===== src/rtl/fetch_pkg.sv =====
// rtl/fetch_pkg.sv - shared types and constants for the instruction fetch stage
package fetch_pkg;

  // ISSUE: request presented; WAIT: one request outstanding;
  // HOLD: skid buffer full while Decode stalls; DROP: discard the outstanding response
  typedef enum logic [1:0] {
    ISSUE = 2'd0,
    WAIT  = 2'd1,
    HOLD  = 2'd2,
    DROP  = 2'd3
  } fetch_state_e;

  localparam logic [31:0] NOP_INSTR        = 32'h0000_0013;
  localparam logic [31:0] DEFAULT_RESET_PC = 32'h0000_0000;

  function automatic logic [31:0] pc_plus4(input logic [31:0] pc);
    return pc + 32'd4;
  endfunction

  function automatic logic [31:0] align_pc(input logic [31:0] addr);
    return addr & 32'hFFFF_FFFC;
  endfunction

endpackage


===== src/rtl/fetch_skid_buffer.sv =====
// rtl/fetch_skid_buffer.sv - one-entry holding register for a response that Decode cannot take
module fetch_skid_buffer (
  input  logic        clk_i,
  input  logic        rst_i,
  input  logic        load_i,
  input  logic        clear_i,
  input  logic        unload_i,
  input  logic [31:0] instr_i,
  input  logic [31:0] pc_i,
  input  logic [31:0] pcplus4_i,
  output logic [31:0] instr_o,
  output logic [31:0] pc_o,
  output logic [31:0] pcplus4_o,
  output logic        valid_o
);

  logic [31:0] instr_q;
  logic [31:0] pc_q;
  logic [31:0] pcplus4_q;
  logic        valid_q;

  // Capture on load; clear (redirect) wins over load so a squashed word never survives
  always_ff @(posedge clk_i) begin
    if (rst_i || clear_i) begin
      instr_q   <= 32'h0;
      pc_q      <= 32'h0;
      pcplus4_q <= 32'h0;
      valid_q   <= 1'b0;
    end else if (load_i) begin
      instr_q   <= instr_i;
      pc_q      <= pc_i;
      pcplus4_q <= pcplus4_i;
      valid_q   <= 1'b1;
    end else if (unload_i) begin
      valid_q   <= 1'b0;
    end
  end

  assign instr_o   = instr_q;
  assign pc_o      = pc_q;
  assign pcplus4_o = pcplus4_q;
  assign valid_o   = valid_q;

endmodule


===== src/rtl/fetch_stage.sv =====
// rtl/fetch_stage.sv - RV32I fetch stage: PC, single-outstanding imem port, IF/ID register
module fetch_stage #(
  parameter logic [31:0] RESET_PC  = fetch_pkg::DEFAULT_RESET_PC,
  parameter logic [31:0] NOP_INSTR = fetch_pkg::NOP_INSTR
) (
  input  logic        CLK,
  input  logic        RST,
  output logic        ImemReqValid,
  input  logic        ImemReqReady,
  output logic [31:0] ImemReqAddr,
  input  logic        ImemRspValid,
  input  logic [31:0] ImemRspData,
  input  logic        StallD,
  input  logic        FlushD,
  input  logic        PCSrcE,
  input  logic [31:0] PCTargetE,
  output logic [31:0] InstrD,
  output logic [31:0] PCD,
  output logic [31:0] PCPlus4D,
  output logic        ValidD
);

  import fetch_pkg::*;

  fetch_state_e state_q;
  logic [31:0]  pc_q;
  logic [31:0]  inflight_pc_q;
  logic [31:0]  instr_d_q;
  logic [31:0]  pc_d_q;
  logic [31:0]  pcplus4_d_q;
  logic         valid_d_q;

  logic [31:0]  skid_instr;
  logic [31:0]  skid_pc;
  logic [31:0]  skid_pcplus4;
  logic         skid_valid;

  logic         rsp_in_wait;
  logic         req_valid;
  logic         req_accept;
  logic         in_flight_after;

  // A response in WAIT lets the next request go out in the same cycle unless Decode stalls
  assign rsp_in_wait     = (state_q == WAIT) && ImemRspValid;
  assign req_valid       = !RST && ((state_q == ISSUE) || (rsp_in_wait && !StallD));
  assign req_accept      = req_valid && ImemReqReady;
  // After a redirect a response is still owed if one was just accepted or one is pending unanswered
  assign in_flight_after = req_accept ||
                           (((state_q == WAIT) || (state_q == DROP)) && !ImemRspValid);

  fetch_skid_buffer u_skid (
    .clk_i     (CLK),
    .rst_i     (RST),
    .load_i    (rsp_in_wait && StallD && !PCSrcE),
    .clear_i   (PCSrcE),
    .unload_i  ((state_q == HOLD) && !StallD),
    .instr_i   (ImemRspData),
    .pc_i      (inflight_pc_q),
    .pcplus4_i (pc_plus4(inflight_pc_q)),
    .instr_o   (skid_instr),
    .pc_o      (skid_pc),
    .pcplus4_o (skid_pcplus4),
    .valid_o   (skid_valid)
  );

  // Fetch FSM with PC and in-flight address tracking; redirect overrides normal sequencing
  always_ff @(posedge CLK) begin
    if (RST) begin
      state_q       <= ISSUE;
      pc_q          <= RESET_PC;
      inflight_pc_q <= RESET_PC;
    end else begin
      if (req_accept) begin
        inflight_pc_q <= pc_q;
      end
      if (PCSrcE) begin
        pc_q    <= align_pc(PCTargetE);
        state_q <= in_flight_after ? DROP : ISSUE;
      end else begin
        if (req_accept) begin
          pc_q <= pc_plus4(pc_q);
        end
        case (state_q)
          ISSUE: if (req_accept) state_q <= WAIT;
          WAIT: begin
            if (ImemRspValid) begin
              if (StallD)          state_q <= HOLD;
              else if (req_accept) state_q <= WAIT;
              else                 state_q <= ISSUE;
            end
          end
          HOLD: if (!StallD) state_q <= ISSUE;
          DROP: if (ImemRspValid) state_q <= ISSUE;
          default: state_q <= ISSUE;
        endcase
      end
    end
  end

  // IF/ID register: squash > stall hold > fresh response > skid unload > bubble
  always_ff @(posedge CLK) begin
    if (RST) begin
      instr_d_q   <= NOP_INSTR;
      pc_d_q      <= 32'h0;
      pcplus4_d_q <= 32'h0;
      valid_d_q   <= 1'b0;
    end else if (PCSrcE || FlushD) begin
      instr_d_q   <= NOP_INSTR;
      valid_d_q   <= 1'b0;
    end else if (StallD) begin
      valid_d_q   <= valid_d_q;
    end else if (rsp_in_wait) begin
      instr_d_q   <= ImemRspData;
      pc_d_q      <= inflight_pc_q;
      pcplus4_d_q <= pc_plus4(inflight_pc_q);
      valid_d_q   <= 1'b1;
    end else if (state_q == HOLD) begin
      instr_d_q   <= skid_instr;
      pc_d_q      <= skid_pc;
      pcplus4_d_q <= skid_pcplus4;
      valid_d_q   <= skid_valid;
    end else begin
      instr_d_q   <= NOP_INSTR;
      valid_d_q   <= 1'b0;
    end
  end

  assign ImemReqValid = req_valid;
  assign ImemReqAddr  = pc_q;
  assign InstrD       = instr_d_q;
  assign PCD          = pc_d_q;
  assign PCPlus4D     = pcplus4_d_q;
  assign ValidD       = valid_d_q;

endmodule


===== config.mk =====
export PLATFORM = sky130hd
export DESIGN_NAME = fetch_stage
export DESIGN_NICKNAME = d
export VERILOG_FILES = /design/src/rtl/fetch_pkg.sv /design/src/rtl/fetch_skid_buffer.sv /design/src/rtl/fetch_stage.sv
export SDC_FILE = /design/constraint.sdc
export NUM_CORES = 1
export LEC_CHECK = 0
export ABC_CLOCK_PERIOD_IN_PS = 5360
export CORE_MARGIN = 1
export CORE_UTILIZATION = 60
export DETAILED_ROUTE_END_ITERATION = 16
export DONT_BUFFER_PORTS = 1
export PLACE_DENSITY_LB_ADDON = 0.1
export SYNTH_ARGS = -nofsm -noshare
export SYNTH_HDL_FRONTEND = slang
export SYNTH_SLANG_ARGS = --single-unit

===== constraint.sdc =====
create_clock -name CLK -period 5.36 [get_ports CLK]
set_clock_uncertainty 0.2 [all_clocks]
set_input_delay 1.072 -clock CLK [delete_from_list [all_inputs] [get_ports CLK]]
set_output_delay 1.072 -clock CLK [all_outputs]
set_load 0.05 [all_outputs]

==> impl_summary.log <==
[metrics] status: finished, final reports clean
[metrics] CTS resizes: 0
[metrics] worst-case vdd ir drop: 0.292 mV
[metrics] clock latency at the later pin of the worst-skew pair: 520 ps
[metrics] n_diodes: 0
[metrics] library cell with the largest summed area after synthesis: sky130_fd_sc_hd__dfxtp_1
[metrics] number of clock sinks seen by CTS: 248
[metrics] proportion of power drawn by the clock network: roughly 44%
[metrics] cell family contributing the most delay on the critical path: compound AO/OA/AOI/OAI gates
[metrics] maximum clock insertion buffer count: 3
[metrics] Post-Place Setup Slack: 1880 ps
[metrics] start-to-end type of the worst setup path: input port to output pin
[metrics] total routed wirelength: between 20000 and 30000 um
[metrics] Max-cap violations: 0
[metrics] main flop type after synthesis: sky130_fd_sc_hd__dfxtp_1
[metrics] DPL Wire Length: 17000 um
[metrics] highest net fanout along the worst path: 76
[metrics] DRC Markers: 0
[metrics] worst min path class: register to register
[metrics] largest net degree at the start of global routing: 102
[metrics] number of post-CTS setup repair buffers: 0
[metrics] final sum of negative setup slack: 0 ps
[metrics] Int Pwr: 3010 uW
[metrics] total CTS buffers: 26
[metrics] CP Capture Type: output pin
[metrics] CTS tree: built
[metrics] number of nets in the layout: 1351
[metrics] crit share post-route: between 60% and 70%
[metrics] library cells used by synthesis: 57
[metrics] count of hold buffers inserted by post-cts repair: 0
[metrics] clock-pin slew reported for the worst setup and hold paths after clock tree synthesis: 60 ps
[metrics] number of port buffers: 0
[metrics] leakage component of the power: 0.00373 uW
[metrics] simple-gate share of the synthesized area: ~25%
[metrics] number of placed I/O pins: 201
[metrics] number of endpoints failing setup at the final stage: 0
[metrics] Die Outline Area: 18600 sq um
[metrics] synthesized area: 10800 sq um
[metrics] Post-Syn Instances: 1359
[metrics] critical-path cell with the highest stage delay: sky130_fd_sc_hd__a21boi_1
[metrics] Pwr Total: between 3000 and 4000 uW
[metrics] CTS H-tree lvls: 1
[metrics] combinational fraction of design power: 4.7%
[metrics] unrepaired setup endpoints after global routing: false
[metrics] drt via density: approximately 6
[metrics] power per unit of standard cell area: 346 nW/um^2
[metrics] compound-cell area share of the yosys netlist: 18.2%
[metrics] post-synth top area share: 45.9%
[metrics] top post-synthesis cells by count: 308 x sky130_fd_sc_hd__nand2_1, 248 x sky130_fd_sc_hd__dfxtp_1, 126 x sky130_fd_sc_hd__a21oi_1
[metrics] multiplexer fraction of the synthesized cell area: 0.0925%
[metrics] via count of the first global-routing pass: 8255
[metrics] Seq pwr share: about half
[metrics] largest family of logic cells by synthesized area: simple AND/OR/NAND/NOR gates
[metrics] proportion of layout cells with a drive suffix above 1: 5.57%
[metrics] endpoint required time on the critical path: a little over 4000 ps
[metrics] biggest area contributors in the synthesized netlist: sky130_fd_sc_hd__dfxtp_1 46%, sky130_fd_sc_hd__nand2_1 11%, sky130_fd_sc_hd__a21oi_1 5.8%, sky130_fd_sc_hd__nor2_1 3.6%, sky130_fd_sc_hd__xor2_1 3.0%
[metrics] number of rows in the core area: 48
[metrics] Switching Share: 24.5%
[metrics] share of synthesized area occupied by flip-flops and latches: 45.9%
[metrics] die boundary width: between 100 and 150 um
[metrics] first-pass iteration count of the detailed router: 5
[metrics] Synth Area in XOR/XNOR: ~4.4%
[metrics] Slew headroom: 22.4%
[metrics] Mean Syn Cell Area: 7.96 sq um
[metrics] number of DRC markers after the initial detailed-route iteration: around 760
[metrics] cell chosen for the clock root: sky130_fd_sc_hd__clkbuf_16
[metrics] total global-route track usage: 29.2%
[metrics] arrival time of data at the critical path endpoint: 2100 ps
[metrics] Fill cells: 1532
[metrics] DR WL/cell: 18.1 um
[metrics] Die H: 136 um
[metrics] core region area: 17500 sq um
[metrics] initial antenna violation count: 0
[metrics] delay of the slowest cell on the worst path: roughly 860 ps
[metrics] share of flip-flops with an asynchronous set or reset after synthesis: 0%
[metrics] adder-cell share of the synthesized area: 0.231%
[metrics] global-route wire length before repair: around 44000 um
[metrics] number of vias after detailed routing: 9309
[metrics] count of warnings emitted by yosys: 0
[metrics] sum of buffers and inverters on the critical path: 0
[metrics] P_sw: 979 uW
[metrics] most instantiated library cell after synthesis: sky130_fd_sc_hd__nand2_1
[metrics] synthesis-to-finish area growth: 6.55%
[metrics] GRT Residual Overflow: 0
[metrics] final-report max-slew violation count: 0
[metrics] crit path time final: 3380 ps
[metrics] endpoints failing hold: 0
[metrics] maximum frequency from static timing analysis: 296 MHz
[metrics] setup ws final: around 2000 ps
[metrics] count of flip-flops with a built-in enable after synthesis: 0
[metrics] post-synthesis register bit count: roughly 250
[metrics] slew at the pin closest to its max-slew limit: 1160 ps
[metrics] global placement routability congestion: slightly above 0.8
[metrics] Starting Density: between 60 and 70%
[metrics] CP startpoint kind: input port
[metrics] cell chain of the critical path: nand2b_1 -> a21boi_1
[metrics] remaining number of nets flagged by the antenna check after routing: 0
-- through the flow --
step / util, % / hold slack [ps] / instances / instance area (sq um)
global placement: 61.2 / 226 / 1475 / 10700
CTS: 66.0 / 248 / 1518 / 11500
finish: 66.0 / 245 / 1518 / 11500
detailed placement: 61.2 / 236 / 1475 / 10700
global route: 66.0 / 269 / 1518 / 11500
floorplan: - / 217 / 1364 / 10800
-- path summary, 6_finish.rpt --
path | from | endpoint | slack [ps] | depth (start not counted)
max reg2reg | state_q[0]$_SDFFE_PP0P_ | PCPlus4D[15]$_SDFFE_PP0P_ | 2260 | 6
min | u_skid.pcplus4_o[26]$_SDFFE_PP0P_ | u_skid.pcplus4_o[26]$_SDFFE_PP0P_ | 250 | 2
min reg2reg | u_skid.pcplus4_o[26]$_SDFFE_PP0P_ | u_skid.pcplus4_o[26]$_SDFFE_PP0P_ | 250 | 2
max | StallD | ImemReqValid | 1980 | 2
-- layout make-up --
cell class | instances | area, sq um | area share, %
multi-input combinational | 979 | 5290 | 45.9
timing repair buffer | 14 | 118 | 1.02
clock buffer | 35 | 756 | 6.55
tap | 225 | 282 | 2.44
inverter | 9 | 33.8 | 0.293
sequential | 248 | 4960 | 43.0
clock inverter | 8 | 90.1 | 0.781
-- metal layers --
metal	vias up	part of all wire, %	track usage [%]
met1	4366	45	41.1
met5	-	0	0
li1	4566	-	-
met4	0	1.3	6.05
met3	33	8.3	6.71
met2	344	46	45.5
-- sequential cells by signal, summed over array words and instances (netlist names) --
register	count
ImemReqAddr	30
u_skid.instr_o	32
inflight_pc_q	30
u_skid.pc_o	30
u_skid.pcplus4_o	30
PCD	30
PCPlus4D	30
ValidD	1
u_skid.valid_o	1
state_q	2
InstrD	32
-- power by group through the flow --
stage                     combinational [uW]  clock (uW)  sequential (uW)
after floorplan                          192           0             2030
after global placement                   184           0             2070
after detailed placement                 186           0             2070
after CTS                                187        1790             2030
after global routing                     208        1870             2040
final                                    188        1770             2030
-- cell families after synthesis --
| kind of cell | after synthesis |
|---|---|
| adders and majority gates | 2 |
| xor gates and xnor gates | 54 |
| DFF | 248 |
| AOI/OAI and AO/OA | 315 |
| muxes | 1 |
| buffers and inverters | 137 |
| and+or+nand+nor | 601 |
| other | 1 |
-- cells in the final DEF, fill, tap and decap left out, drive strengths merged, types with 2 or more instances in the layout --
cell type,count
buf,14
o21ai,48
a311oi,33
clkbuf,35
nand4,27
a22oi,29
a21oi,126
o31a,2
a211oi,23
conb,6
and3,10
and4,19
o211ai,7
xnor2,17
nor2b,2
bufinv,2
o22ai,7
nor3,43
xor2,37
inv,8
a21o,3
nand2b,3
nand2,308
nor2,105
clkinv,7
a21boi,2
nand3,55
a2111oi,3
or4,3
or3,2
and2,8
ha,2
a31oi,17
o31ai,4
dfxtp,248
a211o,7
nor4,12
No activity file was read; power rests on OpenSTA's default activity.
